<file path="src/rtl/game_pkg.sv">
// Shared state encoding, default parameters and background palette for the
// game-level controller.
package game_pkg;

  typedef enum logic [2:0] {
    IDLE,
    PLAY,
    HIT,
    LEVEL_UP,
    WON,
    OVER
  } state_t;

  localparam int NUM_LEVELS_DEF     = 4;
  localparam int LIVES_DEF          = 3;
  localparam int HIT_FRAMES_DEF     = 30;
  localparam int LEVELUP_FRAMES_DEF = 60;
  localparam int FLASH_PERIOD_DEF   = 8;

  // Index 0 is the brightest background; later levels get darker.
  localparam logic [3:0][3:0] BG_LUT = {4'h3, 4'h6, 4'h9, 4'hC};

  // Flash starts dark and toggles every 'period' frames.
  function automatic logic [3:0] flash_bg(input logic [7:0] cnt,
                                          input logic [1:0] level,
                                          input int         period);
    return (((int'(cnt) / period) % 2) == 0) ? 4'h0 : BG_LUT[level];
  endfunction

endpackage

</file>
<file path="src/rtl/game_level_ctrl_if.sv">
// Link between the game-level controller and color_mapper / ball logic.
interface game_level_ctrl_if;
  logic       collision;
  logic       finish_line_reached;
  logic [1:0] current_level;
  logic [3:0] background;
  logic [3:0] foreground;
  logic       reset_player;

  modport master (
    input  collision, finish_line_reached,
    output current_level, background, foreground, reset_player
  );

  modport slave (
    output collision, finish_line_reached,
    input  current_level, background, foreground, reset_player
  );
endinterface

</file>
<file path="src/rtl/frame_sync.sv">
// Optional 2-FF synchronizer followed by a registered rising-edge detector.
// With synchronization the pulse lands 3 clocks after the raw edge, bypassed 2.
module frame_sync #(
  parameter bit BYPASS_SYNC = 1'b0
) (
  input  logic clk,
  input  logic rst_n,
  input  logic async_in,
  output logic pulse
);

  logic meta;
  logic sync_q;
  logic prev;

  always_ff @(posedge clk or negedge rst_n) begin
    if (!rst_n) begin
      meta   <= 1'b0;
      sync_q <= 1'b0;
      prev   <= 1'b0;
      pulse  <= 1'b0;
    end else begin
      meta   <= async_in;
      sync_q <= BYPASS_SYNC ? async_in : meta;
      prev   <= sync_q;
      pulse  <= sync_q & ~prev;
    end
  end

endmodule

</file>
<file path="src/rtl/game_level_ctrl.sv">
// Game-state controller: tracks lives and level from per-frame collision and
// finish flags and drives level/palette/player-hold back into the mapper.
module game_level_ctrl
  import game_pkg::*;
#(
  parameter int NUM_LEVELS     = NUM_LEVELS_DEF,
  parameter int LIVES          = LIVES_DEF,
  parameter int HIT_FRAMES     = HIT_FRAMES_DEF,
  parameter int LEVELUP_FRAMES = LEVELUP_FRAMES_DEF,
  parameter int FLASH_PERIOD   = FLASH_PERIOD_DEF
) (
  input  logic               Clk,
  input  logic               Reset_n,
  input  logic               frame_clk,
  input  logic               start,
  game_level_ctrl_if.master  mapper,
  output logic [1:0]         lives,
  output logic               game_won,
  output logic               game_over
);

  logic       frame_tick;
  logic       start_pulse;
  state_t     state;
  logic [1:0] level;
  logic [1:0] life_cnt;
  logic [7:0] frame_cnt;

  logic [1:0] level_q;
  logic [3:0] background_q;
  logic [3:0] foreground_q;
  logic       reset_player_q;

  frame_sync #(.BYPASS_SYNC(1'b0)) u_frame_sync (
    .clk      (Clk),
    .rst_n    (Reset_n),
    .async_in (frame_clk),
    .pulse    (frame_tick)
  );

  // The start key is already in the Clk domain, so only edge detection is needed.
  frame_sync #(.BYPASS_SYNC(1'b1)) u_start_sync (
    .clk      (Clk),
    .rst_n    (Reset_n),
    .async_in (start),
    .pulse    (start_pulse)
  );

  always_ff @(posedge Clk or negedge Reset_n) begin
    if (!Reset_n) begin
      state     <= IDLE;
      level     <= 2'd0;
      life_cnt  <= 2'(LIVES);
      frame_cnt <= 8'd0;
    end else begin
      if (frame_tick && frame_cnt != 8'hFF)
        frame_cnt <= frame_cnt + 8'd1;

      case (state)
        IDLE: begin
          if (start_pulse) begin
            state     <= PLAY;
            level     <= 2'd0;
            life_cnt  <= 2'(LIVES);
            frame_cnt <= 8'd0;
          end
        end
        // Finish outranks collision so a photo-finish crash costs no life.
        PLAY: begin
          if (frame_tick && mapper.finish_line_reached) begin
            frame_cnt <= 8'd0;
            if (level == 2'(NUM_LEVELS - 1)) begin
              state <= WON;
            end else begin
              state <= LEVEL_UP;
              level <= level + 2'd1;
            end
          end else if (frame_tick && mapper.collision) begin
            frame_cnt <= 8'd0;
            if (life_cnt > 2'd1) begin
              state    <= HIT;
              life_cnt <= life_cnt - 2'd1;
            end else begin
              state    <= OVER;
              life_cnt <= 2'd0;
            end
          end
        end
        HIT: begin
          if (frame_tick && frame_cnt == 8'(HIT_FRAMES - 1)) begin
            state     <= PLAY;
            frame_cnt <= 8'd0;
          end
        end
        LEVEL_UP: begin
          if (frame_tick && frame_cnt == 8'(LEVELUP_FRAMES - 1)) begin
            state     <= PLAY;
            frame_cnt <= 8'd0;
          end
        end
        WON, OVER: begin
          if (start_pulse) begin
            state     <= IDLE;
            frame_cnt <= 8'd0;
          end
        end
        default: begin
          state     <= IDLE;
          frame_cnt <= 8'd0;
        end
      endcase
    end
  end

  // Outputs trail the state/counter registers by one clock.
  always_ff @(posedge Clk or negedge Reset_n) begin
    if (!Reset_n) begin
      level_q        <= 2'd0;
      background_q   <= BG_LUT[0];
      foreground_q   <= 4'h0;
      reset_player_q <= 1'b1;
      lives          <= 2'(LIVES);
      game_won       <= 1'b0;
      game_over      <= 1'b0;
    end else begin
      level_q        <= level;
      lives          <= life_cnt;
      game_won       <= (state == WON);
      game_over      <= (state == OVER);
      reset_player_q <= (state != PLAY);
      foreground_q   <= (state == PLAY) ? 4'hF : 4'h0;
      case (state)
        IDLE:           background_q <= BG_LUT[0];
        HIT, WON, OVER: background_q <= flash_bg(frame_cnt, level, FLASH_PERIOD);
        default:        background_q <= BG_LUT[level];
      endcase
    end
  end

  assign mapper.current_level = level_q;
  assign mapper.background    = background_q;
  assign mapper.foreground    = foreground_q;
  assign mapper.reset_player  = reset_player_q;

endmodule

</file>
<file path="src/flat_wrapper.sv">
// flat-port wrapper written by rule: the top's interface ports become plain ports
module game_level_ctrl_flat import game_pkg::*;
#(
  parameter int NUM_LEVELS     = NUM_LEVELS_DEF,
  parameter int LIVES          = LIVES_DEF,
  parameter int HIT_FRAMES     = HIT_FRAMES_DEF,
  parameter int LEVELUP_FRAMES = LEVELUP_FRAMES_DEF,
  parameter int FLASH_PERIOD   = FLASH_PERIOD_DEF
)
  (Clk, Reset_n, frame_clk, start, lives, game_won, game_over, mapper_collision, mapper_finish_line_reached, mapper_current_level, mapper_background, mapper_foreground, mapper_reset_player);
  game_level_ctrl_if mapper_i ();
  input  logic Clk;
  input  logic Reset_n;
  input  logic frame_clk;
  input  logic start;
  output logic [1:0] lives;
  output logic game_won;
  output logic game_over;
  input wire logic [$bits(mapper_i.collision)-1:0] mapper_collision;
  input wire logic [$bits(mapper_i.finish_line_reached)-1:0] mapper_finish_line_reached;
  output wire logic [$bits(mapper_i.current_level)-1:0] mapper_current_level;
  output wire logic [$bits(mapper_i.background)-1:0] mapper_background;
  output wire logic [$bits(mapper_i.foreground)-1:0] mapper_foreground;
  output wire logic [$bits(mapper_i.reset_player)-1:0] mapper_reset_player;
  assign mapper_i.collision = mapper_collision;
  assign mapper_i.finish_line_reached = mapper_finish_line_reached;
  assign mapper_current_level = mapper_i.current_level;
  assign mapper_background = mapper_i.background;
  assign mapper_foreground = mapper_i.foreground;
  assign mapper_reset_player = mapper_i.reset_player;
  game_level_ctrl #(.NUM_LEVELS(NUM_LEVELS), .LIVES(LIVES), .HIT_FRAMES(HIT_FRAMES), .LEVELUP_FRAMES(LEVELUP_FRAMES), .FLASH_PERIOD(FLASH_PERIOD)) u_core (.Clk(Clk), .Reset_n(Reset_n), .frame_clk(frame_clk), .start(start), .mapper(mapper_i), .lives(lives), .game_won(game_won), .game_over(game_over));
endmodule
</file>
<file path="config.mk">
export PLATFORM = sky130hd
export DESIGN_NAME = game_level_ctrl_flat
export DESIGN_NICKNAME = d
export VERILOG_FILES = /design/src/rtl/game_pkg.sv /design/src/rtl/game_level_ctrl_if.sv /design/src/rtl/frame_sync.sv /design/src/rtl/game_level_ctrl.sv /design/src/flat_wrapper.sv
export SDC_FILE = /design/constraint.sdc
export NUM_CORES = 1
export LEC_CHECK = 0
export CAP_MARGIN = 20
export CORE_MARGIN = 8
export CORE_UTILIZATION = 50
export DETAILED_ROUTE_END_ITERATION = 8
export PLACE_DENSITY_LB_ADDON = 0.1
export SETUP_SLACK_MARGIN = 0.15
export SYNTH_ARGS = -nofsm -noshare
export SYNTH_HDL_FRONTEND = slang
export SYNTH_SLANG_ARGS = --single-unit
</file>
<file path="constraint.sdc">
create_clock -name Clk -period 2.15 [get_ports Clk]
set_input_delay 0.3225 -clock Clk [delete_from_list [all_inputs] [get_ports Clk]]
set_output_delay 0.3225 -clock Clk [all_outputs]
set_load 0.05 [all_outputs]
</file>
==> results of run 1 <==
what timing repair did:
item	CTS	global route
resized for setup	0	5
endpoints found under the setup margin	0	5
hold endpoints to repair	0	0
through the flow:
step                      utilization [%]  instances  setup slack [ns]
after floorplan                         -        139             0.344
after global placement               59.0        186             0.303
after detailed placement             59.0        186             0.259
after CTS                            61.7        194             0.153
after global routing                 62.1        194             0.192
final                                62.1        194             0.292
kinds of logic (layout without fill, tap and decap cells):
| kind of cell | count (synthesis) | count (layout) | synth area share, % |
|---|---|---|---|
| and+or+nand+nor | 48 | 48 | 16.4 |
| xor gates and xnor gates | 1 | 1 | 0.561 |
| buffers and inverters | 17 | 39 | 5.52 |
| muxes | 9 | 9 | 6.49 |
| adders and majority gates | 5 | 5 | 4.00 |
| DFF | 34 | 34 | 55.0 |
| AOI/OAI and AO/OA | 25 | 25 | 12.0 |
state kept, by name (all words and copies together) (netlist names), 2 cells and up:
register	cells
u_core.frame_cnt	8
u_core.state	3
u_core.level	2
u_core.life_cnt	2
u_core.mapper.background	4
u_core.lives	2
u_core.mapper.current_level	2
layer usage:
layer  vias to the layer above  GRT usage [%]  part of all wire, %
li1                        531              -                    -
met1                       529           13.5                   45
met2                        25           19.8                   47
met3                         9           3.72                  4.4
met4                         0           8.62                  3.1
met5                         -              0                    0
synthesized netlist by cell type, drive strengths merged, types with 3 or more instances:
cell type / number
mux2: 3
a21oi: 8
nand3: 3
nor2: 12
mux2i: 6
a211oi: 3
clkbuf: 3
nor2b: 6
buf: 6
inv: 8
nor3: 8
nand2: 7
dfstp: 7
ha: 5
dfrtp: 27
area by class of cell:
class / instances / share of cell area, %
clock buffer: 5 / 2.01
clock inverter: 3 / 2.41
inverter: 8 / 1.61
multi-input combinational: 88 / 33.1
sequential: 34 / 46.1
tap: 33 / 2.21
timing repair buffer: 23 / 12.6
power breakdown:
| group | leakage, nW | switching, mW | total, mW | internal (mW) |
|---|---|---|---|---|
| Clock | 0.0374 | 0.223 | 0.467 | 0.244 |
| Combinational | 0.384 | 0.692 | 1.12 | 0.425 |
| Sequential | 0.414 | 0.154 | 0.990 | 0.836 |
worst paths after layout:
kind | start | endpoint | slack [ns] | depth (start not counted)
setup / recovery | u_core.mapper.foreground[2]$_DFF_PN0_ | mapper_foreground[1] | 0.29 | 1
hold / removal | Reset_n | u_core.frame_cnt[2]$_DFF_PN0_ | 0.37 | 2
setup reg to reg | u_core.state[0]$_DFFE_PN0P_ | u_core.state[2]$_DFFE_PN0P_ | 0.30 | 4
hold reg to reg | u_core.u_frame_sync.meta$_DFF_PN0_ | u_core.u_frame_sync.sync_q$_DFF_PN0_ | 0.37 | 0
max in group asynchronous | Reset_n | u_core.mapper.background[3]$_DFF_PN1_ | 1.45 | 2
min in group Clk | u_core.u_frame_sync.meta$_DFF_PN0_ | u_core.u_frame_sync.sync_q$_DFF_PN0_ | 0.37 | 0
==> flow_metrics.tcl, run 1 <==
set metrics [dict create \
    slowest_delay_ns 0.82 \
    timing.slew.headroom_pct 66.0 \
    synth_warnings 0 \
    fin_nets 171 \
    crit_slowest_cell "clkdlybuf4s50_1" \
    synth_seq_area_share_pct 55.0 \
    die_h_um 71.9 \
    wl_per_cell_um 14.7 \
    grt_pass1_wl_um 4930 \
    synth.ff_latch_count 34 \
    numClockSinks 34 \
    drive_gt1_share_pct 13.7 \
    io_pins 21 \
    crit_required_ns 1.83 \
    cpLargestDelayFamily "buffers and inverters" \
    synth_edf_count 0 \
    slew_viol_final 0 \
    fillers 259 \
    antenna_found_initial 0 \
    vias 1094 \
    status "completed" \
    avgSynthCellArea_um2 11.2 \
    cp_num_buf_inv 1 \
    dpl-instance-area_um2 1770 \
    portBuffers 20 \
    grt_max_degree 35 \
    fin_crit_sh_pct 86.4 \
    syn-num-nets 150 \
    synth_area_leaders "dfrtp_1 (43%), dfstp_2 (12%), ha_1 (4.0%), mux2i_1 (3.8%), nor2_1 (2.9%)" \
    multi_input_area_um2 617 \
    rsz0062_at_grt "false" \
    hold-worst-slack_ns 0.367 \
    postCtsSetupBuffers 0 \
    worstSetupPathType "flop to output pin" \
    endpoint_kind "output pin" \
    fin_crit_ns 1.86 \
    cp_max_fo 4 \
    max_freq_mhz 538 \
    drc_errors 0 \
    ctsHoldBuffers 0 \
    skew_ns 0.00949 \
    ant_nets 0 \
    post_drt_via_cell_ratio 5.64 \
    yosys.area.top_type_share_pct 43.2 \
    synth.distinct_cells 39 \
    synth_area_um2 1560 \
    die_w_um 71.9 \
    start_util_pct 52.0 \
    grt_util_all_layers_pct 12.3 \
    setup_viol 0 \
    final_common_cell "dfrtp_1" \
    stdcell_area_um2 1870 \
    firstDrtPassIters 4 \
    tns_ns 0 \
    h-tree-depth 2 \
    peakVddDrop_mv 0.694 \
    hold_viol 0 \
    die_area_um2 5170 \
    fp.coreArea_um2 3000 \
    wl_um 2850 \
    power_mw 2.57 \
    core.rowCount 20 \
    clk_path_buf_depth 2 \
    cts_tree "yes" \
    p_per_area_nw_per_um2 1380 \
    start_kind "flop" \
    synth_top_flop_cell "dfrtp_1" \
    n_antenna_cell 0 \
    p_leak_nw 0.835 \
    async_reset_ff_share_pct 100 \
    grt_overflow 0 \
    drt_iter0_markers 83 \
    synth_area_leader_cell "dfrtp_1" \
    seqCellArea_um2 860 \
    area_delta_synth_final_pct 19.4 \
    cp.arrival_ns 1.54 \
    cp_cell_sequence "clkdlybuf4s50_1" \
    cts-buffers-inserted 5 \
    synthCells 139 \
    clkLatencyLatePin_ns 0.34 \
    routabilityCongestion 0.844 \
    grt_pass1_vias 1126 \
    tightest_slew_ns 0.509 \
    final_cell_mix "dfrtp_1 (27), clkdlybuf4s50_1 (15), nor2_1 (12)" \
    maxCapViolCount 0 \
    root_buffer "clkbuf_4" \
    hpwl_um 2050 \
    hold_path_class "primary input to asynchronous set/reset pin" \
    cts.reportedPaths.clkPinSlew_ns 0.11 \
]
(Power assumes the default switching activity.)
==> inputs of run 2 (changes only) <==
--- a/config.mk
+++ b/config.mk
@@ -5,7 +5,8 @@
 export SDC_FILE = /design/constraint.sdc
 export NUM_CORES = 1
 export LEC_CHECK = 0
-export CAP_MARGIN = 20
+export ABC_AREA = 1
+export CAP_MARGIN = 15
 export CORE_MARGIN = 8
 export CORE_UTILIZATION = 50
 export DETAILED_ROUTE_END_ITERATION = 8
==> flow_metrics.tcl, run 2 <==
set metrics [dict create \
    rsz0062_at_grt "false" \
    cp_max_fo 4 \
    hpwl_um 2300 \
    fillers 292 \
    synth.distinct_cells 28 \
    grt_util_all_layers_pct 13.1 \
    status "completed" \
    timing.rr.start "u_core.frame_cnt[0]$_DFF_PN0_" \
    setup_viol 0 \
    slew_viol_final 0 \
    power_mw 2.96 \
    slowest_delay_ns 0.82 \
    firstDrtPassIters 4 \
    synth_warnings 0 \
    ctsHoldBuffers 0 \
    tns_ns 0 \
    clk_path_buf_depth 2 \
    grt_pass1_wl_um 5530 \
    clkLatencyLatePin_ns 0.34 \
    hold_viol 0 \
    cts.reportedPaths.clkPinSlew_ns 0.11 \
    p_per_area_nw_per_um2 1470 \
    wl_um 3140 \
    p_leak_nw 0.978 \
    r2r_end "u_core.frame_cnt[1]$_DFF_PN0_" \
    cp_num_buf_inv 1 \
    synth_seq_area_share_pct 51.2 \
    drc_errors 0 \
    maxCapViolCount 0 \
    wl_per_cell_um 12.2 \
    grt_overflow 0 \
    largest_reg_flops 8 \
    timing.slew.headroom_pct 66.2 \
    start_kind "flop" \
    final_cell_mix "nand2_1 (36), dfrtp_1 (27), nor2_1 (24)" \
    synth_area_um2 1680 \
    reg2reg_depth 9 \
    cts_tree "yes" \
    hold-worst-slack_ns 0.374 \
    fin_nets 221 \
    avgSynthCellArea_um2 8.99 \
    synth_edf_count 0 \
    synthCells 187 \
    internal_power_mw 1.65 \
    syn-num-nets 198 \
    h-tree-depth 2 \
    root_buffer "clkbuf_4" \
    vias 1263 \
    fin_crit_sh_pct 87.2 \
    die_area_um2 5470 \
    synth_area_leader_cell "dfrtp_1" \
    final_common_cell "nand2_1" \
    stdcell_count 257 \
    crit_slowest_cell "clkdlybuf4s50_1" \
    drive_gt1_share_pct 19.0 \
    pwr-share-comb_pct 45.6 \
    area_delta_synth_final_pct 20.0 \
    dp_cells 249 \
    power.switching_mw 1.31 \
    routabilityCongestion 0.836 \
    cts-buffers-inserted 5 \
    drt_iter0_markers 72 \
    peakVddDrop_mv 0.626 \
    die_h_um 74.0 \
    grt_max_degree 35 \
    tightest_slew_ns 0.507 \
    max_freq_mhz 533 \
    portBuffers 20 \
    io_pins 21 \
    fin_crit_ns 1.87 \
    cp.arrival_ns 1.55 \
    synth_commonest_cells "nand2_1 (36), dfrtp_1 (27), nor2_1 (24), inv_1 (22), nand3_1 (10)" \
    core.rowCount 21 \
    antenna_found_initial 0 \
    synth_most_common_cell "nand2_1" \
    n_antenna_cell 0 \
    synth_top_flop_cell "dfrtp_1" \
    fp.coreArea_um2 3280 \
    synth_area_leaders "dfrtp_1 (40%), dfstp_2 (11%), nand2_1 (8.0%), nor2_1 (5.4%), inv_1 (4.9%)" \
    swShare_pct 44.3 \
    yosys.area.top_type_share_pct 40.2 \
    skew_ns 0.00859 \
    worstSetupPathType "flop to output pin" \
    rrSetupSlack_ns 0.70 \
    die_w_um 74.0 \
    regMostFlops "u_core.frame_cnt" \
    hold_path_class "primary input to asynchronous set/reset pin" \
    endpoint_kind "output pin" \
    crit_required_ns 1.83 \
    postCtsSetupBuffers 0 \
    seq_power_share_pct 34.2 \
    p_clk_share_pct 20.2 \
    start_util_pct 51.2 \
    cpLargestDelayFamily "buffers and inverters" \
    synth.ff_latch_count 34 \
    post_drt_via_cell_ratio 4.91 \
    ant_nets 0 \
    async_reset_ff_share_pct 100 \
    numClockSinks 34 \
    grt_pass1_vias 1275 \
    cp_cell_sequence "clkdlybuf4s50_1" \
]
==> run 2: changes by cell type in the layout (fill, tap and decap cells not counted), moves of 6 or more <==
cell	previous run	this run
nand2_1	7	36
inv_1	8	22
nor2_1	12	24
nand2_2	0	7
nand3_1	3	10
o21ai_1	0	7
mux2i_1	6	0
nor2b_1	6	0
nor3_1	8	2
==> run 2: how the worst max path moves through the flow <==
stage | startpoint | end | slack [ns] | cells after the start
floorplan | u_core.frame_cnt[0]$_DFF_PN0_ | u_core.frame_cnt[4]$_DFF_PN0_ | 0.87 | 8
detailed placement | u_core.mapper.background[3]$_DFF_PN1_ | mapper_background[3] | 0.52 | 1
global placement | u_core.mapper.background[3]$_DFF_PN1_ | mapper_background[3] | 0.54 | 1
global route | u_core.mapper.foreground[2]$_DFF_PN0_ | mapper_foreground[0] | 0.19 | 1
finish | u_core.mapper.foreground[2]$_DFF_PN0_ | mapper_foreground[0] | 0.28 | 1
CTS | u_core.lives[1]$_DFF_PN1_ | lives[1] | 0.15 | 1
==> run 2: final cells by class <==
cell class	instances	area, um^2	share of cell area [%]
clock inverters	3	68.8	3.41
inverters	26	97.6	4.84
flip-flops and latches	34	860	42.6
repair buffers	21	209	10.4
multi-input cells	122	686	34.0
well taps	46	57.6	2.86
clock buffers	5	37.5	1.86
==> run 2: power groups by stage <==
stage | logic (mW) | clock network, mW | registers, mW
finish | 1.35 | 0.599 | 1.01
global route | 1.47 | 0.638 | 1.03
CTS | 1.36 | 0.608 | 1.01
detailed placement | 1.37 | 0 | 1.03
global placement | 1.36 | 0 | 1.01
floorplan | 0.779 | 0 | 1.28
==> run 2: layer usage <==
layer	part of all wire, %	track usage, %	up-vias
met3	6.8	4.45	5
met5	0	0	-
met1	44	14.0	610
met4	1.9	6.43	0
met2	47	22.6	27
li1	-	-	621
==> run 2: kinds of logic after synthesis <==
kind of cell,Yosys count,share of synthesized area [%]
AOI/OAI and AO/OA,22,7.30
xor gates and xnor gates,3,1.56
adders and majority gates,5,3.72
buffers and inverters,31,8.04
DFF,34,51.2
and+or+nand+nor,92,28.2
==> run 2: what timing repair did <==
action,in CTS,in global routing
hold endpoints to repair,0,0
resized for setup,3,2
endpoints found under the setup margin,3,2
==> run 2: per-stage QoR <==
stage	instance area [um^2]	setup slack, ns	utilization [%]
after floorplan	1680	0.872	-
after CTS	2010	0.154	61.2
after global routing	2020	0.194	61.4
after global placement	1910	0.539	58.1
after detailed placement	1910	0.520	58.1
final	2020	0.275	61.4
==> inputs of run 3 (changes only) <==
--- a/config.mk
+++ b/config.mk
@@ -10,8 +10,9 @@
 export CORE_MARGIN = 8
 export CORE_UTILIZATION = 50
 export DETAILED_ROUTE_END_ITERATION = 8
-export PLACE_DENSITY_LB_ADDON = 0.1
-export SETUP_SLACK_MARGIN = 0.15
+export GPL_ROUTABILITY_DRIVEN = 0
+export PLACE_DENSITY = 0.73
+export SETUP_SLACK_MARGIN = 0.05
 export SYNTH_ARGS = -nofsm -noshare
 export SYNTH_HDL_FRONTEND = slang
 export SYNTH_SLANG_ARGS = --single-unit
==> flow_metrics.tcl, run 3 (synthesized netlist as in run 2, its figures left out) <==
set metrics [dict create \
    pwr-share-comb_pct 49.9 \
    ant_nets 0 \
    root_buffer "clkbuf_4" \
    clkLatencyLatePin_ns 0.34 \
    fin_crit_sh_pct 91.3 \
    portBuffers 20 \
    cp_max_fo 1 \
    grt_util_all_layers_pct 12.7 \
    slowest_delay_ns 0.79 \
    hold_viol 0 \
    dp_slack_ns 0.538 \
    vias 1256 \
    wl_um 3030 \
    p_leak_nw 0.938 \
    drc_errors 0 \
    regMostFlops "u_core.frame_cnt" \
    clk_path_buf_depth 2 \
    hold-worst-slack_ns 0.368 \
    wl_per_cell_um 11.8 \
    timing.rr.start "u_core.frame_cnt[0]$_DFF_PN0_" \
    fp.coreArea_um2 3280 \
    seq_power_share_pct 36.7 \
    setup_viol 0 \
    h-tree-depth 2 \
    worstSetupPathType "flop to output pin" \
    p_per_area_nw_per_um2 1390 \
    dpl-instance-area_um2 1910 \
    postCtsSetupBuffers 0 \
    grt_overflow 0 \
    n_antenna_cell 0 \
    io_pins 21 \
    cts_resized 0 \
    cp.arrival_ns 1.64 \
    post_drt_via_cell_ratio 4.89 \
    grt_max_degree 35 \
    skew_ns 0.0108 \
    fillers 297 \
    swShare_pct 46.5 \
    die_w_um 74.0 \
    firstDrtPassIters 4 \
    start_util_pct 51.2 \
    p_clk_share_pct 13.4 \
    power.switching_mw 1.27 \
    endpoint_kind "output pin" \
    cpLargestDelayFamily "buffers and inverters" \
    hp-start "u_core.u_frame_sync.meta$_DFF_PN0_" \
    fin_ws_ns 0.186 \
    cts.reportedPaths.clkPinSlew_ns 0.09 \
    stdcell_area_um2 1970 \
    final_common_cell "nand2_1" \
    fin_util_pct 59.9 \
    stdcell_count 257 \
    tightest_slew_ns 0.506 \
    hpwl_um 2250 \
    fin_nets 221 \
    drt_iter0_markers 72 \
    drive_gt1_share_pct 18.5 \
    start_kind "flop" \
    die_area_um2 5470 \
    slew_viol_final 0 \
    fin_crit_ns 1.96 \
    final_cell_mix "nand2_1 (36), dfrtp_1 (27), nor2_1 (24)" \
    status "completed" \
    cp_num_buf_inv 1 \
    tns_ns 0 \
    numClockSinks 34 \
    cts_tree "yes" \
    ctsHoldBuffers 0 \
    die_h_um 74.0 \
    peakVddDrop_mv 0.546 \
    timing.slew.headroom_pct 66.2 \
    grt_pass1_wl_um 5260 \
    cp_cell_sequence "clkdlybuf4s50_1" \
    crit_required_ns 1.83 \
    maxCapViolCount 0 \
    area_delta_synth_final_pct 17.1 \
    power_mw 2.74 \
    seqCellArea_um2 860 \
    core.rowCount 21 \
    hold_path_class "flop to flop" \
    dp_cells 249 \
    multi_input_area_um2 686 \
    antenna_found_initial 0 \
    crit_slowest_cell "clkdlybuf4s50_1" \
    cts-buffers-inserted 5 \
    largest_reg_flops 8 \
    max_freq_mhz 509 \
    rsz0062_at_grt "false" \
    internal_power_mw 1.46 \
    grt_pass1_vias 1223 \
    startpoint "u_core.mapper.background[2]$_DFF_PN1_" \
]
## run 3: cell count changes in the layout (fill, tap and decap cells not counted), sizes merged
cell	change
dlygate4sd2	-3
clkdlybuf4s50	+5
bufinv	-2
clkbuf	+2
dlymetal6s2s	-2
## run 3: path summary, 6_finish.rpt
kind | slack (ns) | to | cells after the start
max in group asynchronous | 1.43 | u_core.life_cnt[1]$_DFFE_PN1P_ | 2
worst max register to register | 0.67 | u_core.frame_cnt[4]$_DFF_PN0_ | 8
min in group asynchronous | 0.38 | u_core.state[1]$_DFFE_PN0P_ | 2
worst min register to register | 0.37 | u_core.u_frame_sync.sync_q$_DFF_PN0_ | 0
worst min-delay path | 0.37 | u_core.u_frame_sync.sync_q$_DFF_PN0_ | 0
worst max-delay path | 0.19 | mapper_background[2] | 1
## run 3: power by group through the flow
stage | Clock [mW] | Sequential (mW) | Combinational [mW]
6_report | 0.366 | 1.01 | 1.36
3_3_place_gp | 0 | 1.01 | 1.35
4_1_cts | 0.379 | 1.01 | 1.38
2_1_floorplan | 0 | 1.28 | 0.779
3_5_place_dp | 0 | 1.02 | 1.37
5_1_grt | 0.407 | 1.03 | 1.49
## run 3: routing by layer
| metal | GRT usage [%] | vias to the layer above | share of wire, % |
|---|---|---|---|
| met5 | 0 | - | 0 |
| met4 | 6.21 | 0 | 1.8 |
| met3 | 4.72 | 7 | 5.7 |
| met2 | 21.0 | 38 | 47 |
| met1 | 13.9 | 582 | 45 |
| li1 | - | 629 | - |
## run 3: layout make-up
cell class                      instances  share of cell area (%)
Multi-Input combinational cell        122                    34.8
Timing Repair Buffer                   21                    10.6
Clock buffer                            7                    2.80
Inverter                               26                    4.96
Tap cell                               46                    2.92
Sequential cell                        34                    43.7
Clock inverter                          1                   0.254
